--- config.mk ---
export PLATFORM = sky130hd
export DESIGN_NAME = ps2_host_tx
export DESIGN_NICKNAME = d
export VERILOG_FILES = /design/src/rtl/ps2_pkg.sv /design/src/rtl/ps2_edge_filter.sv /design/src/rtl/ps2_host_tx.sv
export SDC_FILE = /design/constraint.sdc
export NUM_CORES = 1
export LEC_CHECK = 0
export CORE_ASPECT_RATIO = 0.7
export CORE_MARGIN = 2
export CORE_UTILIZATION = 30
export DETAILED_ROUTE_END_ITERATION = 10
export SETUP_SLACK_MARGIN = 0.05
export SLEW_MARGIN = 10
export SYNTH_ARGS = -nofsm -noshare
export SYNTH_HDL_FRONTEND = slang
export SYNTH_SLANG_ARGS = --single-unit
export TNS_END_PERCENT = 10
--- constraint.sdc ---
create_clock -name clk -period 6.64 [get_ports clk]
set_input_delay 1.328 -clock clk [delete_from_list [all_inputs] [get_ports clk]]
set_output_delay 1.328 -clock clk [all_outputs]
set_load 0.02 [all_outputs]
--- src/rtl/ps2_pkg.sv ---
// Shared PS/2 definitions: transmit FSM states, common command bytes and parity helper.
package ps2_pkg;

    typedef enum logic [2:0] {
        IDLE,
        RTS,
        START,
        DATA,
        PARITY,
        STOP,
        ACK,
        RELEASE
    } ps2_tx_state_e;

    localparam logic [7:0] PS2_CMD_SET_LED = 8'hED;
    localparam logic [7:0] PS2_CMD_ENABLE  = 8'hF4;
    localparam logic [7:0] PS2_CMD_RESET   = 8'hFF;
    localparam logic [7:0] PS2_ACK         = 8'hFA;
    localparam logic [7:0] PS2_BREAK       = 8'hF0;

    // PS/2 frames carry odd parity: the parity bit makes the count of ones odd.
    function automatic logic odd_parity(input logic [7:0] d);
        return ~^d;
    endfunction

endpackage

--- src/rtl/ps2_edge_filter.sv ---
// PS/2 pin conditioning: 2-flop synchronizers, all-taps-agree clock filter and a
// one-cycle fall_tick on each filtered clock high-to-low transition.
module ps2_edge_filter #(
    parameter int unsigned FILTER_LEN = 8
) (
    input  logic clk,
    input  logic rst,
    input  logic ps2c_in,
    input  logic ps2d_in,
    output logic ps2c_filt,
    output logic ps2d_sync,
    output logic fall_tick
);

    logic [1:0]            c_sync_q, c_sync_d;
    logic [1:0]            d_sync_q, d_sync_d;
    logic [FILTER_LEN-1:0] shift_q, shift_d;
    logic                  filt_q, filt_d;
    logic                  fall_q, fall_d;

    always_comb begin
        c_sync_d = {c_sync_q[0], ps2c_in};
        d_sync_d = {d_sync_q[0], ps2d_in};
        shift_d  = {shift_q[FILTER_LEN-2:0], c_sync_q[1]};
        filt_d   = filt_q;
        // Decide on the post-shift taps so the filtered level moves on the same edge the last tap fills.
        if (shift_d == '1) begin
            filt_d = 1'b1;
        end else if (shift_d == '0) begin
            filt_d = 1'b0;
        end
        fall_d = filt_q & ~filt_d;
    end

    always_ff @(posedge clk or posedge rst) begin
        if (rst) begin
            c_sync_q <= '1;
            d_sync_q <= '1;
            shift_q  <= '1;
            filt_q   <= 1'b1;
            fall_q   <= 1'b0;
        end else begin
            c_sync_q <= c_sync_d;
            d_sync_q <= d_sync_d;
            shift_q  <= shift_d;
            filt_q   <= filt_d;
            fall_q   <= fall_d;
        end
    end

    assign ps2c_filt = filt_q;
    assign ps2d_sync = d_sync_q[1];
    assign fall_tick = fall_q;

endmodule

--- src/rtl/ps2_host_tx.sv ---
// Host-to-device PS/2 transmitter: request-to-send, clocked-out byte with odd
// parity, device ACK check, bus-release wait and an inter-edge watchdog.
module ps2_host_tx
    import ps2_pkg::*;
#(
    parameter int unsigned INHIBIT_CYCLES = 5000,
    parameter int unsigned FILTER_LEN     = 8,
    parameter int unsigned TIMEOUT_CYCLES = 1_000_000
) (
    input  logic       clk,
    input  logic       reset,
    input  logic       wr_ps2,
    input  logic [7:0] din,
    input  logic       ps2c_in,
    input  logic       ps2d_in,
    output logic       ps2c_oe,
    output logic       ps2d_oe,
    output logic       tx_busy,
    output logic       tx_done,
    output logic       tx_err
);

    localparam int unsigned RTS_W = $clog2(INHIBIT_CYCLES + 1);
    localparam int unsigned WDT_W = $clog2(TIMEOUT_CYCLES + 1);
    localparam logic [RTS_W-1:0] RTS_LAST = RTS_W'(INHIBIT_CYCLES - 1);
    localparam logic [WDT_W-1:0] WDT_LAST = WDT_W'(TIMEOUT_CYCLES - 1);

    logic ps2c_filt;
    logic ps2d_sync;
    logic fall_tick;

    ps2_edge_filter #(
        .FILTER_LEN(FILTER_LEN)
    ) u_edge_filter (
        .clk      (clk),
        .rst      (reset),
        .ps2c_in  (ps2c_in),
        .ps2d_in  (ps2d_in),
        .ps2c_filt(ps2c_filt),
        .ps2d_sync(ps2d_sync),
        .fall_tick(fall_tick)
    );

    ps2_tx_state_e    state_q, state_d;
    logic [7:0]       shreg_q, shreg_d;
    logic             parity_q, parity_d;
    logic [2:0]       bit_idx_q, bit_idx_d;
    logic [RTS_W-1:0] rts_cnt_q, rts_cnt_d;
    logic [WDT_W-1:0] wdt_q, wdt_d;
    logic             ps2c_oe_q, ps2c_oe_d;
    logic             ps2d_oe_q, ps2d_oe_d;
    logic             tx_busy_q, tx_busy_d;
    logic             tx_done_q, tx_done_d;
    logic             tx_err_q, tx_err_d;
    logic             bus_phase;

    always_comb begin
        state_d   = state_q;
        shreg_d   = shreg_q;
        parity_d  = parity_q;
        bit_idx_d = bit_idx_q;
        rts_cnt_d = rts_cnt_q;
        wdt_d     = wdt_q;
        tx_busy_d = tx_busy_q;
        tx_done_d = 1'b0;
        tx_err_d  = 1'b0;
        bus_phase = (state_q != IDLE) && (state_q != RTS);

        if (tx_done_q || tx_err_q) begin
            tx_busy_d = 1'b0;
        end

        if (bus_phase) begin
            wdt_d = fall_tick ? '0 : wdt_q + 1'b1;
        end

        case (state_q)
            IDLE: begin
                // A request landing on the completion pulse cycle is dropped, not queued.
                if (wr_ps2 && !tx_done_q && !tx_err_q) begin
                    shreg_d   = din;
                    parity_d  = odd_parity(din);
                    bit_idx_d = '0;
                    rts_cnt_d = '0;
                    wdt_d     = '0;
                    tx_busy_d = 1'b1;
                    state_d   = RTS;
                end
            end
            RTS: begin
                if (rts_cnt_q == RTS_LAST) begin
                    wdt_d   = '0;
                    state_d = START;
                end else begin
                    rts_cnt_d = rts_cnt_q + 1'b1;
                end
            end
            START: begin
                if (fall_tick) begin
                    bit_idx_d = '0;
                    state_d   = DATA;
                end
            end
            DATA: begin
                if (fall_tick) begin
                    shreg_d   = {1'b0, shreg_q[7:1]};
                    bit_idx_d = bit_idx_q + 1'b1;
                    if (bit_idx_q == 3'd7) begin
                        state_d = PARITY;
                    end
                end
            end
            PARITY: begin
                if (fall_tick) begin
                    state_d = STOP;
                end
            end
            STOP: begin
                if (fall_tick) begin
                    state_d = ACK;
                end
            end
            ACK: begin
                if (fall_tick) begin
                    if (ps2d_sync) begin
                        tx_err_d = 1'b1;
                        state_d  = IDLE;
                    end else begin
                        state_d = RELEASE;
                    end
                end
            end
            RELEASE: begin
                if (ps2d_sync && ps2c_filt) begin
                    tx_done_d = 1'b1;
                    state_d   = IDLE;
                end
            end
            default: state_d = IDLE;
        endcase

        // Watchdog overrides any same-cycle completion so done and err stay exclusive.
        if (bus_phase && !fall_tick && (wdt_q == WDT_LAST)) begin
            tx_done_d = 1'b0;
            tx_err_d  = 1'b1;
            state_d   = IDLE;
        end

        ps2c_oe_d = (state_d == RTS);
        case (state_d)
            START:   ps2d_oe_d = 1'b1;
            DATA:    ps2d_oe_d = ~shreg_d[0];
            PARITY:  ps2d_oe_d = ~parity_d;
            default: ps2d_oe_d = 1'b0;
        endcase
    end

    always_ff @(posedge clk or posedge reset) begin
        if (reset) begin
            state_q   <= IDLE;
            shreg_q   <= '0;
            parity_q  <= 1'b0;
            bit_idx_q <= '0;
            rts_cnt_q <= '0;
            wdt_q     <= '0;
            ps2c_oe_q <= 1'b0;
            ps2d_oe_q <= 1'b0;
            tx_busy_q <= 1'b0;
            tx_done_q <= 1'b0;
            tx_err_q  <= 1'b0;
        end else begin
            state_q   <= state_d;
            shreg_q   <= shreg_d;
            parity_q  <= parity_d;
            bit_idx_q <= bit_idx_d;
            rts_cnt_q <= rts_cnt_d;
            wdt_q     <= wdt_d;
            ps2c_oe_q <= ps2c_oe_d;
            ps2d_oe_q <= ps2d_oe_d;
            tx_busy_q <= tx_busy_d;
            tx_done_q <= tx_done_d;
            tx_err_q  <= tx_err_d;
        end
    end

    assign ps2c_oe = ps2c_oe_q;
    assign ps2d_oe = ps2d_oe_q;
    assign tx_busy = tx_busy_q;
    assign tx_done = tx_done_q;
    assign tx_err  = tx_err_q;

endmodule

==> impl_metrics.yaml, run 1 <==
min_path:
  hold_path_class: "reg2reg"
  hp-start: "u_edge_filter.d_sync_q[0]"
  hold_path_end: "u_edge_filter.d_sync_q[1]"
  hold_depth: 0
clocking:
  clockBufferDepth: 2
  clock_latency_ps: 330
  cts_hold_buf: 0
  h-tree-depth: 3
  clock_sinks: 66
  cts_tree: "done"
  cts-root-buf: "clkbuf_16"
  cts.repair_timing.setup_buffer_count: 0
  path_clk_slew_ps: 50
  cts_resized: 0
  cts_made_buffers: 9
routing:
  drt-total-wl_um: 6920
  drtPass1Iterations: 5
  drt_iter0_drc: 224
  routedWlPerCell_um: 14.6
  num_vias: 2515
  drc: 0
  vias_per_cell: 5.29
  ant_nets: 0
critical_path:
  crit_arrival_ps: 3750
  criticalPathCategory: "in2reg"
  worstSetupEndpointType: "flop"
  r2r_start: "state_q[1]"
  cp.required_ps: 6880
  cp_cell_sequence: "clkdlybuf4s50_1 > or3b_1 > nand2_1 > o41a_1 > nand4_1 > or4_1 > a21oi_1"
  crit_slowest_cell: "or4_1"
  startpoint: "wr_ps2"
  regToRegEndpoint: "rts_cnt_q[9]"
  path_max_fanout: 14
  reg2reg_slack_ps: 3490
  reg2reg_depth: 6
  cp-start-kind: "input pin"
  slowest_delay_ps: 640
logic_synthesis:
  synth_cells: 320
  ys_types: 56
  synthFlopType: "dfrtp_1"
  syn-num-nets: 337
  synth_common_cells: "dfrtp_1 (54), o21ai_0 (34), nand2_1 (27)"
  synth.most_common_cell: "dfrtp_1"
  async_flop_share: 1.00
  synth-edff-count: 0
  ys_seq_area_frac: 0.519
  syn_area_per_cell_sq_um: 10.0
  yosysWarnings: 0
  ys_seq_elements: 66
  yosys-top-cells-area: "dfrtp_1 (42%), dfstp_2 (9.8%), o21ai_0 (5.3%)"
  synth_top_area_frac: 0.421
  synth_area_leader_cell: "dfrtp_1"
  netlist_area_sq_um: 3210
global_routing:
  overflow: 0
  antenna_found_initial: 0
  grt_use_total: 0.129
  grt_max_degree: 67
  grt_pass1_vias: 2351
  grt_pass1_wl_um: 11800
timing:
  setup_tns_ps: 0
  tightest_slew_ps: 882
  min_period_over_period: 0.528
  hold_ws_ps: 349
  finalClockSkew_ps: 5.30
  finalSetupViolCount: 0
  slew_headroom: 0.412
  timing.final.ws_setup_ps: 3140
  hold_violations: 0
  drv_slew: 0
  finalCriticalPeriod_ps: 3500
  timing.fmax_mhz: 285
  grt_setup_unrepaired: "false"
layout:
  nets: 355
  fin_cells: 475
  post-route-util: 0.365
  drive_gt1_frac: 0.125
  syn_to_final_growth_pct: 18.2
  antenna_cells: 0
die:
  fp-row-count: 31
  die-area_sq_um: 11600
  fp.dieH_um: 90.5
  core_sq_um: 10400
  die_w_um: 128
  start_util: 0.309
  num_io_pins: 18
placed_design:
  dp.cells: 459
  pre_cts_ws_ps: 2830
  numPortBuffers: 17
  dp_hpwl_um: 4620
  place_congestion: 0.822
flow_run:
  cap_violations: 0
power_and_ir_drop:
  p_leak_nw: 1.58
  powerDensity_nw_per_um2: 279
  peakVddDrop_mv: 0.157
run_status:
  outcome: "completed"
layer usage:
metal / vias to the layer above / global-route usage / wire, um
met5: - / 0 / 0
met4: 0 / 0.0394 / 78
met3: 10 / 0.0450 / 300
met2: 54 / 0.181 / 2920
met1: 1221 / 0.184 / 3630
li1: 1230 / - / -
power by group:
| part | switching [mW] | leakage [nW] | internal, mW |
|---|---|---|---|
| logic | 0.0463 | 0.604 | 0.0515 |
| clock network | 0.167 | 0.148 | 0.295 |
| registers | 0.0459 | 0.833 | 0.453 |
| total | 0.259 | 1.58 | 0.799 |
worst max-delay path by stage:
stage	end	slack, ps	cells after the start
after floorplan	bit_idx_q[0]	3680	1
after global placement	rts_cnt_q[9]	2930	7
after detailed placement	rts_cnt_q[9]	2830	7
after CTS	rts_cnt_q[9]	3170	7
after global routing	rts_cnt_q[9]	3020	7
final	rts_cnt_q[9]	3140	7
cell families (layout without fill, tap and decap cells):
| family | count (synthesis) | count (layout) | share of synthesized area |
|---|---|---|---|
| adder cells (fa/ha/maj) | 4 | 4 | 0.0156 |
| buffers and inverters | 25 | 48 | 0.0339 |
| AND/OR/NAND/NOR | 120 | 120 | 0.212 |
| AO/OA/AOI/OAI | 90 | 90 | 0.177 |
| flip-flops | 66 | 66 | 0.519 |
| multiplexers | 2 | 2 | 0.00663 |
| XOR/XNOR | 13 | 13 | 0.0355 |
cell usage in the layout, fill, tap and decap left out, drive strengths merged, types with 12 or more instances in the layout:
cell type,instances
a21oi,22
clkbuf,14
clkdlybuf4s50,17
dfrtp,54
dfstp,12
inv,13
nand2,28
nand3,17
nor2,18
o21ai,35
flip-flops by register name (all words and copies together) (netlist names), 2 cells and up:
name and count:
u_edge_filter.shift_q 7, shreg_q 8, u_edge_filter.c_sync_q 2, bit_idx_q 3
wdt_q 20, u_edge_filter.d_sync_q 2, rts_cnt_q 13, state_q 3
area by class of cell:
cell class | instances | area [sq um]
fillers | 1027 | 6600
flip-flops and latches | 66 | 1670
multi-input cells | 229 | 1430
clock buffers | 14 | 285
repair buffers | 19 | 185
well taps | 132 | 165
inverters | 13 | 48.8
clock inverters | 2 | 10.0
worst max-delay path: cells and delay by family:
family / cells / cell delay, ps
AOI/OAI and AO/OA: 2 / 380
buffers and inverters: 1 / 480
and+or+nand+nor: 4 / 1570
through the flow:
step | power, mW | area (sq um)
floorplan | 0.566 | 3210
global placement | 0.598 | 3500
detailed placement | 0.602 | 3500
CTS | 1.07 | 3790
global route | 1.11 | 3790
finish | 1.06 | 3790
Power figures use the tool's default switching activity.
==> run 2, diff against run 1 <==
Clock period 6.64 ns to 3 ns, I/O delays scaled along.
==> run 2 against run 1 <==
Clock-buffer cell count down 1; global-route usage up 0.25 points; critical path depth unchanged; via count up 1.2%; hold slack better by 4.9 ps; total power up 120%; routed wire length up 1.6%; final cell count up 1.3%; combinational power up 120%; critical path type unchanged; critical endpoint unchanged; largest cell class unchanged; highest routed layer unchanged.
==> impl_metrics.yaml, run 2 (synthesis results as in run 1) <==
power_and_ir_drop:
  switching_share: 0.241
  p_leak_nw: 1.61
  switchingPower_mw: 0.566
  power_frac_seq: 0.472
  powerDensity_nw_per_um2: 610
  pwr-share-comb: 0.093
  power.internal_mw: 1.78
  pwr-share-clk: 0.435
  peakVddDrop_mv: 0.420
clocking:
  h-tree-depth: 3
  cts_made_buffers: 9
  clock_latency_ps: 340
  cts_tree: "done"
  cts-root-buf: "clkbuf_16"
  clockBufferDepth: 2
  cts_resized: 0
  cts_hold_buf: 0
  clock_sinks: 66
  path_clk_slew_ps: 50
  cts.repair_timing.setup_buffer_count: 0
layout:
  drive_gt1_frac: 0.138
  fin_cells: 481
  fill_cells: 1043
  final_common_cell: "dfrtp_1"
  reg.largest.list: "wdt_q (20), rts_cnt_q (13), shreg_q (8)"
  final_cell_area_sq_um: 3850
  final_cell_mix: "dfrtp_1 (54), o21ai_0 (34), nand2_1 (27)"
  antenna_cells: 0
  top_register: "wdt_q"
  nets: 361
  syn_to_final_growth_pct: 19.9
  largest_register_ffs: 20
timing:
  finalCriticalPeriod_ps: 2640
  drv_slew: 0
  min_period_over_period: 0.881
  timing.fmax_mhz: 378
  slew_headroom: 0.564
  finalSetupViolCount: 0
  hold_ws_ps: 354
  tightest_slew_ps: 653
  hold_violations: 0
  grt_setup_unrepaired: "false"
  timing.final.ws_setup_ps: 357
  finalClockSkew_ps: 5.72
  setup_tns_ps: 0
die:
  die_w_um: 128
  fp.dieH_um: 90.5
  start_util: 0.309
  core_sq_um: 10400
  die-area_sq_um: 11600
  fp-row-count: 31
  num_io_pins: 18
flow_run:
  cap_violations: 0
placed_design:
  numPortBuffers: 17
  dp.cells: 465
  pre_cts_ws_ps: 28.3
  place_congestion: 0.839
  dpl-instance-area_sq_um: 3560
  dp_hpwl_um: 4790
global_routing:
  overflow: 0
  grt_pass1_wl_um: 11900
  antenna_found_initial: 0
  grt_pass1_vias: 2373
  grt_use_total: 0.131
  grt_max_degree: 37
critical_path:
  criticalPathCategory: "in2reg"
  cp.required_ps: 3260
  startpoint: "wr_ps2"
  crit_slowest_cell: "or4_1"
  cp-start-kind: "input pin"
  cp_cell_sequence: "clkdlybuf4s50_1 > or3b_1 > nand2_1 > o41a_1 > nand4_1 > or4_1 > a21oi_1"
  r2r_start: "state_q[2]"
  crit_arrival_ps: 2900
  worstSetupEndpointType: "flop"
  slowest_delay_ps: 610
  path_max_fanout: 10
routing:
  drt-total-wl_um: 7040
  ant_nets: 0
  vias_per_cell: 5.29
  drtPass1Iterations: 5
  drc: 0
  drt_iter0_drc: 271
  num_vias: 2544
  routedWlPerCell_um: 14.6
run_status:
  outcome: "completed"
min_path:
  hp-start: "u_edge_filter.c_sync_q[0]"
  hold_path_class: "reg2reg"
## run 2: cell count changes in the layout (fill, tap and decap cells not counted)
cell and change:
buf_12 +1, bufinv_16 +1, clkbuf_16 -1, clkbuf_1 +1, clkbuf_8 -1, buf_4 +5
## run 2: cell type report
| cell class | count | area, sq um | area share |
|---|---|---|---|
| inverters | 13 | 48.8 | 0.0127 |
| well taps | 132 | 165 | 0.0429 |
| repair buffers | 25 | 243 | 0.0631 |
| flip-flops and latches | 66 | 1670 | 0.433 |
| multi-input cells | 229 | 1430 | 0.373 |
| clock buffers | 13 | 250 | 0.0650 |
| clock inverters | 3 | 40.0 | 0.0104 |
## run 2: power by group through the flow
| stage | logic (mW) | clock network, mW | registers [mW] |
|---|---|---|---|
| after floorplan | 0.167 | 0 | 1.09 |
| after global placement | 0.213 | 0 | 1.11 |
| after detailed placement | 0.219 | 0 | 1.12 |
| after CTS | 0.221 | 1.05 | 1.10 |
| after global routing | 0.251 | 1.08 | 1.13 |
| final | 0.218 | 1.02 | 1.11 |
## run 2: critical path: cells and delay by family
kind	cells	cell delay [ps]
and+or+nand+nor	4	1470
buffers and inverters	1	470
AOI/OAI and AO/OA	2	370
## run 2: path summary, 6_finish.rpt
check | to | slack, ps | depth (start not counted)
max | rts_cnt_q[9] | 360 | 7
min | u_edge_filter.c_sync_q[1] | 350 | 0
max reg2reg | rts_cnt_q[9] | 440 | 6
min reg2reg | u_edge_filter.c_sync_q[1] | 350 | 0
max in group asynchronous | wdt_q[14] | 1690 | 3
min in group asynchronous | bit_idx_q[2] | 670 | 2
## run 2: through the flow
| step | util | total power [mW] |
|---|---|---|
| global placement | 0.342 | 1.33 |
| floorplan | - | 1.25 |
| finish | 0.370 | 2.35 |
| detailed placement | 0.342 | 1.34 |
| CTS | 0.370 | 2.38 |
| global route | 0.370 | 2.46 |
## run 2: layer usage
layer	track usage	vias to the layer above	wire length [um]
li1	-	1239	-
met1	0.188	1223	3580
met2	0.182	70	2980
met3	0.0462	12	378
met4	0.0449	0	97
met5	0	-	0
==> run 3, diff against run 2 <==
Settings changed: SYNTH_HIERARCHICAL set to 1.
==> run 3 against run 2 <==
First-iteration DRC count down 44%; total power down 8.0%; via count up 6.2%; synthesized cell count up 10%; clock-buffer cell count down 1; sequential share of layout area down 2.3 points; core utilization down 0.14 points; sequential power down 17%; setup slack better by 85 ps; cell area up 5.5%.
==> impl_metrics.yaml, run 3 <==
run_status:
  outcome: "completed"
clocking:
  cts_resized: 0
  cts_made_buffers: 9
  h-tree-depth: 3
  clockBufferDepth: 2
  cts_hold_buf: 0
  cts.repair_timing.setup_buffer_count: 0
  path_clk_slew_ps: 60
  clock_sinks: 66
  cts-root-buf: "clkbuf_16"
  cts_tree: "done"
  clock_latency_ps: 330
die:
  core_sq_um: 11000
  die-area_sq_um: 12200
  die_w_um: 131
  fp-row-count: 32
  start_util: 0.307
  num_io_pins: 18
  fp.dieH_um: 92.9
timing:
  hold_ws_ps: 356
  timing.final.ws_setup_ps: 442
  drv_slew: 0
  tightest_slew_ps: 673
  finalClockSkew_ps: 8.27
  finalCriticalPeriod_ps: 2560
  finalSetupViolCount: 0
  slew_headroom: 0.550
  grt_setup_unrepaired: "false"
  timing.fmax_mhz: 391
  hold_violations: 0
  setup_tns_ps: 0
  min_period_over_period: 0.853
logic_synthesis:
  ys_seq_elements: 66
  synthFlopType: "dfrtp_1"
  synth_area_leader_cell: "dfrtp_1"
  yosysWarnings: 6
  netlist_area_sq_um: 3390
  synth_common_cells: "dfrtp_1 (54), nand2_1 (50), o21ai_0 (34)"
  syn-num-nets: 369
  syn_area_per_cell_sq_um: 9.62
  ys_types: 64
  synth.most_common_cell: "dfrtp_1"
  async_flop_share: 1.00
  synth_top_area_frac: 0.399
  yosys-top-cells-area: "dfrtp_1 (40%), dfstp_2 (9.3%), nand2_1 (5.5%)"
  synth-edff-count: 0
  synth_cells: 352
  ys_seq_area_frac: 0.492
layout:
  final_cell_mix: "dfrtp_1 (54), nand2_1 (50), o21ai_0 (34)"
  antenna_cells: 0
  syn_to_final_growth_pct: 19.9
  reg.largest.list: "wdt_q (20), rts_cnt_q (13), shreg_q (8)"
  drive_gt1_frac: 0.138
  top_register: "wdt_q"
  largest_register_ffs: 20
  final_common_cell: "dfrtp_1"
  fill_cells: 1105
  nets: 389
global_routing:
  overflow: 0
  antenna_found_initial: 0
  grt_pass1_vias: 2573
  grt_use_total: 0.132
  grt_pass1_wl_um: 12600
  grt_max_degree: 31
min_path:
  hold_path_class: "reg2reg"
power_and_ir_drop:
  pwr-share-comb: 0.029
  power.internal_mw: 1.73
  peakVddDrop_mv: 0.297
  p_leak_nw: 1.67
  powerDensity_nw_per_um2: 532
  pwr-share-clk: 0.546
  switching_share: 0.198
  switchingPower_mw: 0.428
  power_frac_seq: 0.424
placed_design:
  pre_cts_ws_ps: 223
  numPortBuffers: 17
  dp_hpwl_um: 5080
  place_congestion: 0.771
routing:
  drc: 0
  drt_iter0_drc: 152
  drt-total-wl_um: 7430
  vias_per_cell: 5.10
  routedWlPerCell_um: 14.0
  ant_nets: 0
  drtPass1Iterations: 4
  num_vias: 2701
critical_path:
  worstSetupEndpointType: "flop"
  criticalPathCategory: "reg2reg"
  cp.required_ps: 3200
  path_max_fanout: 18
  crit_arrival_ps: 2760
  cp-start-kind: "flop"
flow_run:
  cap_violations: 0
## run 3: per-layer routing
layer,share of wire,global-route usage,routed length [um],up-vias
met5,0,0,0,-
met4,0.010,0.0372,78,0
met3,0.043,0.0387,323,6
met2,0.43,0.186,3200,51
met1,0.52,0.194,3830,1331
li1,-,-,-,1313
## run 3: stage by stage
step | std cells | utilization | cell area, sq um | total power, mW
final | 530 | 0.369 | 4060 | 2.16
after global routing | 530 | 0.369 | 4060 | 2.22
after CTS | 530 | 0.369 | 4060 | 2.18
after detailed placement | 514 | 0.338 | 3720 | 0.996
after global placement | 514 | 0.338 | 3720 | 0.994
after floorplan | 352 | - | 3390 | 0.961
## run 3: critical path: stages (launching register included)
cell and delay, ps:
dfrtp_1 410, nor4_1 490, nand2_1 150, o21ai_1 420, nand2b_1 490, o21ai_0 330, o21ai_0 130
## run 3: cells by family after synthesis
logic type	after synthesis	share of synthesized area
AND/OR/NAND/NOR	156	0.245
flip-flops	66	0.492
AO/OA/AOI/OAI	87	0.171
multiplexers	3	0.00961
XOR/XNOR	11	0.0285
buffers and inverters	25	0.0388
adder cells (fa/ha/maj)	4	0.0148
## run 3: area by class of cell
class | instances | area [sq um] | share of cell area
clock buffers | 12 | 267 | 0.0656
repair buffers | 24 | 235 | 0.0579
clock inverters | 4 | 72.6 | 0.0179
inverters | 10 | 40.0 | 0.00986
flip-flops and latches | 66 | 1670 | 0.410
multi-input cells | 261 | 1590 | 0.391
well taps | 153 | 191 | 0.0471
## run 3: power by group through the flow
stage          logic [mW]  registers (mW)  clock network [mW]
6_report           0.0632           0.916                1.18
5_1_grt            0.0704           0.917                1.23
4_1_cts            0.0653           0.916                1.20
3_5_place_dp       0.0646           0.931                   0
3_3_place_gp       0.0635           0.931                   0
2_1_floorplan      0.0327           0.929                   0
## run 3: final timing paths
check,slack [ps],cells past startpoint,endpoint,startpoint
worst max-delay path,440,6,wdt_q[7],rts_cnt_q[3]
worst min-delay path,360,0,u_edge_filter/c_sync_q[1],u_edge_filter/c_sync_q[0]
worst max register to register,440,6,wdt_q[7],rts_cnt_q[3]
worst min register to register,360,0,u_edge_filter/c_sync_q[1],u_edge_filter/c_sync_q[0]
max in group asynchronous,1770,3,ps2c_oe,reset
min in group asynchronous,640,2,u_edge_filter/fall_tick,reset
==> edit (flow settings as in run 3) <==
Set the parameter `TIMEOUT_CYCLES` to 2_000_000 (it was 1_000_000).
--- a/src/rtl/ps2_host_tx.sv
+++ b/src/rtl/ps2_host_tx.sv
@@ -5,7 +5,7 @@
 #(
     parameter int unsigned INHIBIT_CYCLES = 5000,
     parameter int unsigned FILTER_LEN     = 8,
-    parameter int unsigned TIMEOUT_CYCLES = 1_000_000
+    parameter int unsigned TIMEOUT_CYCLES = 2_000_000
 ) (
     input  logic       clk,
     input  logic       reset,
Function: same outputs for any inputs over 10 cycles, from zero or initial values and one cycle with reset high; that may be too few to reach the edited logic, so the function may still have changed.
==> edit against run 3 <==
Wire length rose by 3.1%. Area after synthesis rose by 2.6%. Final area is 0.22% higher. Fmax rose by 4.1%. Sequential cell count is 1 higher. Setup slack improved by 0.10 ns. Highest routed layer unchanged.
Power is not compared: it rests on default switching activity, and its combinational part moved more than twofold at a synthesized area within 25%.
==> edit: results (changes against run 3) <==
- The flop-to-flop setup slack is 0.54 ns (+0.10 ns).
- The xor and xnor area share after synthesis came to 2.77% (-0.073 points).
- By area the synthesized netlist is led by sky130_fd_sc_hd__dfrtp_1 (40%), sky130_fd_sc_hd__dfstp_2 (9.1%), sky130_fd_sc_hd__o21ai_0 (5.2%), sky130_fd_sc_hd__nand2_1 (5.1%), sky130_fd_sc_hd__a21oi_1 (2.9%).
- The average wire length per cell after detail routing is 14.4 um (+2.9%).
- The number of vias per cell after detailed routing is 5.24 (+2.7%).
- In the final layout, the registers with the most flip-flops are wdt_q x21, rts_cnt_q x13, shreg_q x8.
- The global-route met3 utilization is 4.15% (+0.28 points).
- The DRC violation total after the first TritonRoute iteration is 212 (+39%).
- The count of input and output buffers came to 17 (unchanged).
- The post-synthesis cell type count came to 56 (-13%).
- The final-stage net count is 390 (+0.26%).
- The clock skew was 0.00838 ns (+0.000107 ns).
- The cell family contributing the most delay on the critical path is compound AO/OA/AOI/OAI gates.
- In this run the critical register-to-register path is captured at rts_cnt_q[11].
- The depth of the worst register-to-register path is 7 (+1).
- By count the netlist is led by sky130_fd_sc_hd__dfrtp_1 (55), sky130_fd_sc_hd__nand2_1 (47), sky130_fd_sc_hd__o21ai_0 (36).
- The area fraction in compound gates after synthesis is 19.4% (+2.3 points).
- The combined global-route utilization of all metal layers is 13.5% (+0.32 points).
- The multiplexer share of the synthesized area is 0.612% (-0.35 points).
- The net count after synthesis is 374 (+1.4%).
- The pin count of the biggest net entering global routing was 33 (+6.5%).
- The start point of the critical path is state_q[2].
- The via count of the first global-routing pass came to 2693 (+4.7%).
- The critical hold path startpoint is u_edge_filter/d_sync_q[0].
- The count of filler cells inserted in the layout was 1138 (+3.0%).
- The critical path data arrival time is 2.66 ns (-0.10 ns).
- The pin slew with the least headroom to its limit came to 0.736 ns (+0.0634 ns).
- The run finished with clean final reports.
- The post-synthesis adder-cell area fraction is 1.44% (-0.038 points).
- The global-route wire length before repair is 13.3 mm (+5.9%).
- The global-route met1 utilization is 19.5% (+0.038 points).
- The largest stage delay on the critical path is 0.78 ns (+0.29 ns).
- The critical-path cell with the highest stage delay is sky130_fd_sc_hd__dfrtp_1.
- The share of post-route cells with drive strength above 1 is 11.9% (-1.9 points).
- The part of the Yosys area used for sequential elements is 48.7% (-0.54 points).
- The cell with the most instances after synthesis is sky130_fd_sc_hd__dfrtp_1.
- The number of optimization iterations in the first detailed-route pass is 5 (+1).
- The global-route met2 utilization came to 19.1% (+0.52 points).
- The detailed placer's ending HPWL was 5.32 mm (+4.8%).
- For hold timing, the worst endpoint is u_edge_filter/d_sync_q[1].
- The tightest slew margin relative to the limit came to 50.6% (-4.4 points).
- The routability-driven placement congestion ratio is 0.868 (+13%).
==> edit: changes by cell type in the layout (fill, tap and decap cells not counted), moves of 3 or more <==
cell	before	now
sky130_fd_sc_hd__a21oi_1	11	20
sky130_fd_sc_hd__inv_1	8	3
sky130_fd_sc_hd__or3_1	4	9
sky130_fd_sc_hd__clkbuf_8	3	0
sky130_fd_sc_hd__o31ai_1	5	8
sky130_fd_sc_hd__nand2_1	50	47
sky130_fd_sc_hd__a22o_1	2	5
sky130_fd_sc_hd__nor3b_2	3	0
sky130_fd_sc_hd__nor2_1	29	21
sky130_fd_sc_hd__and3_1	7	13
==> edit: layer usage <==
metal  vias to the layer above  part of all wire, %
li1                       1360                    -
met1                      1360                   52
met2                        58                   43
met3                         2                  4.5
met4                         0                 0.27
met5                         -                    0
==> edit: per-stage QoR <==
stage,instances,instance area [sq um],hold WS (ns),setup WS (ns),power (uW)
2_1_floorplan,357,3470,0.345,0.902,1490
3_3_place_gp,515,3780,0.346,0.523,1600
3_5_place_dp,515,3780,0.348,0.468,1610
4_1_cts,531,4070,0.356,0.546,2640
5_1_grt,531,4070,0.358,0.269,2770
6_report,531,4070,0.355,0.542,2600
==> edit: cells by family after synthesis <==
kind of cell / after synthesis
adder cells (fa/ha/maj): 4
AO/OA/AOI/OAI: 100
buffers and inverters: 21
multiplexers: 2
XOR/XNOR: 11
flip-flops: 67
AND/OR/NAND/NOR: 152
==> edit: final cells by class <==
class | count | area, sq um | area share (%)
Sequential cell | 67 | 1690 | 41.6
Multi-Input combinational cell | 269 | 1660 | 40.9
Clock buffer | 11 | 254 | 6.24
Timing Repair Buffer | 22 | 220 | 5.41
Tap cell | 153 | 191 | 4.70
Clock inverter | 5 | 33.8 | 0.830
Inverter | 4 | 15.0 | 0.369
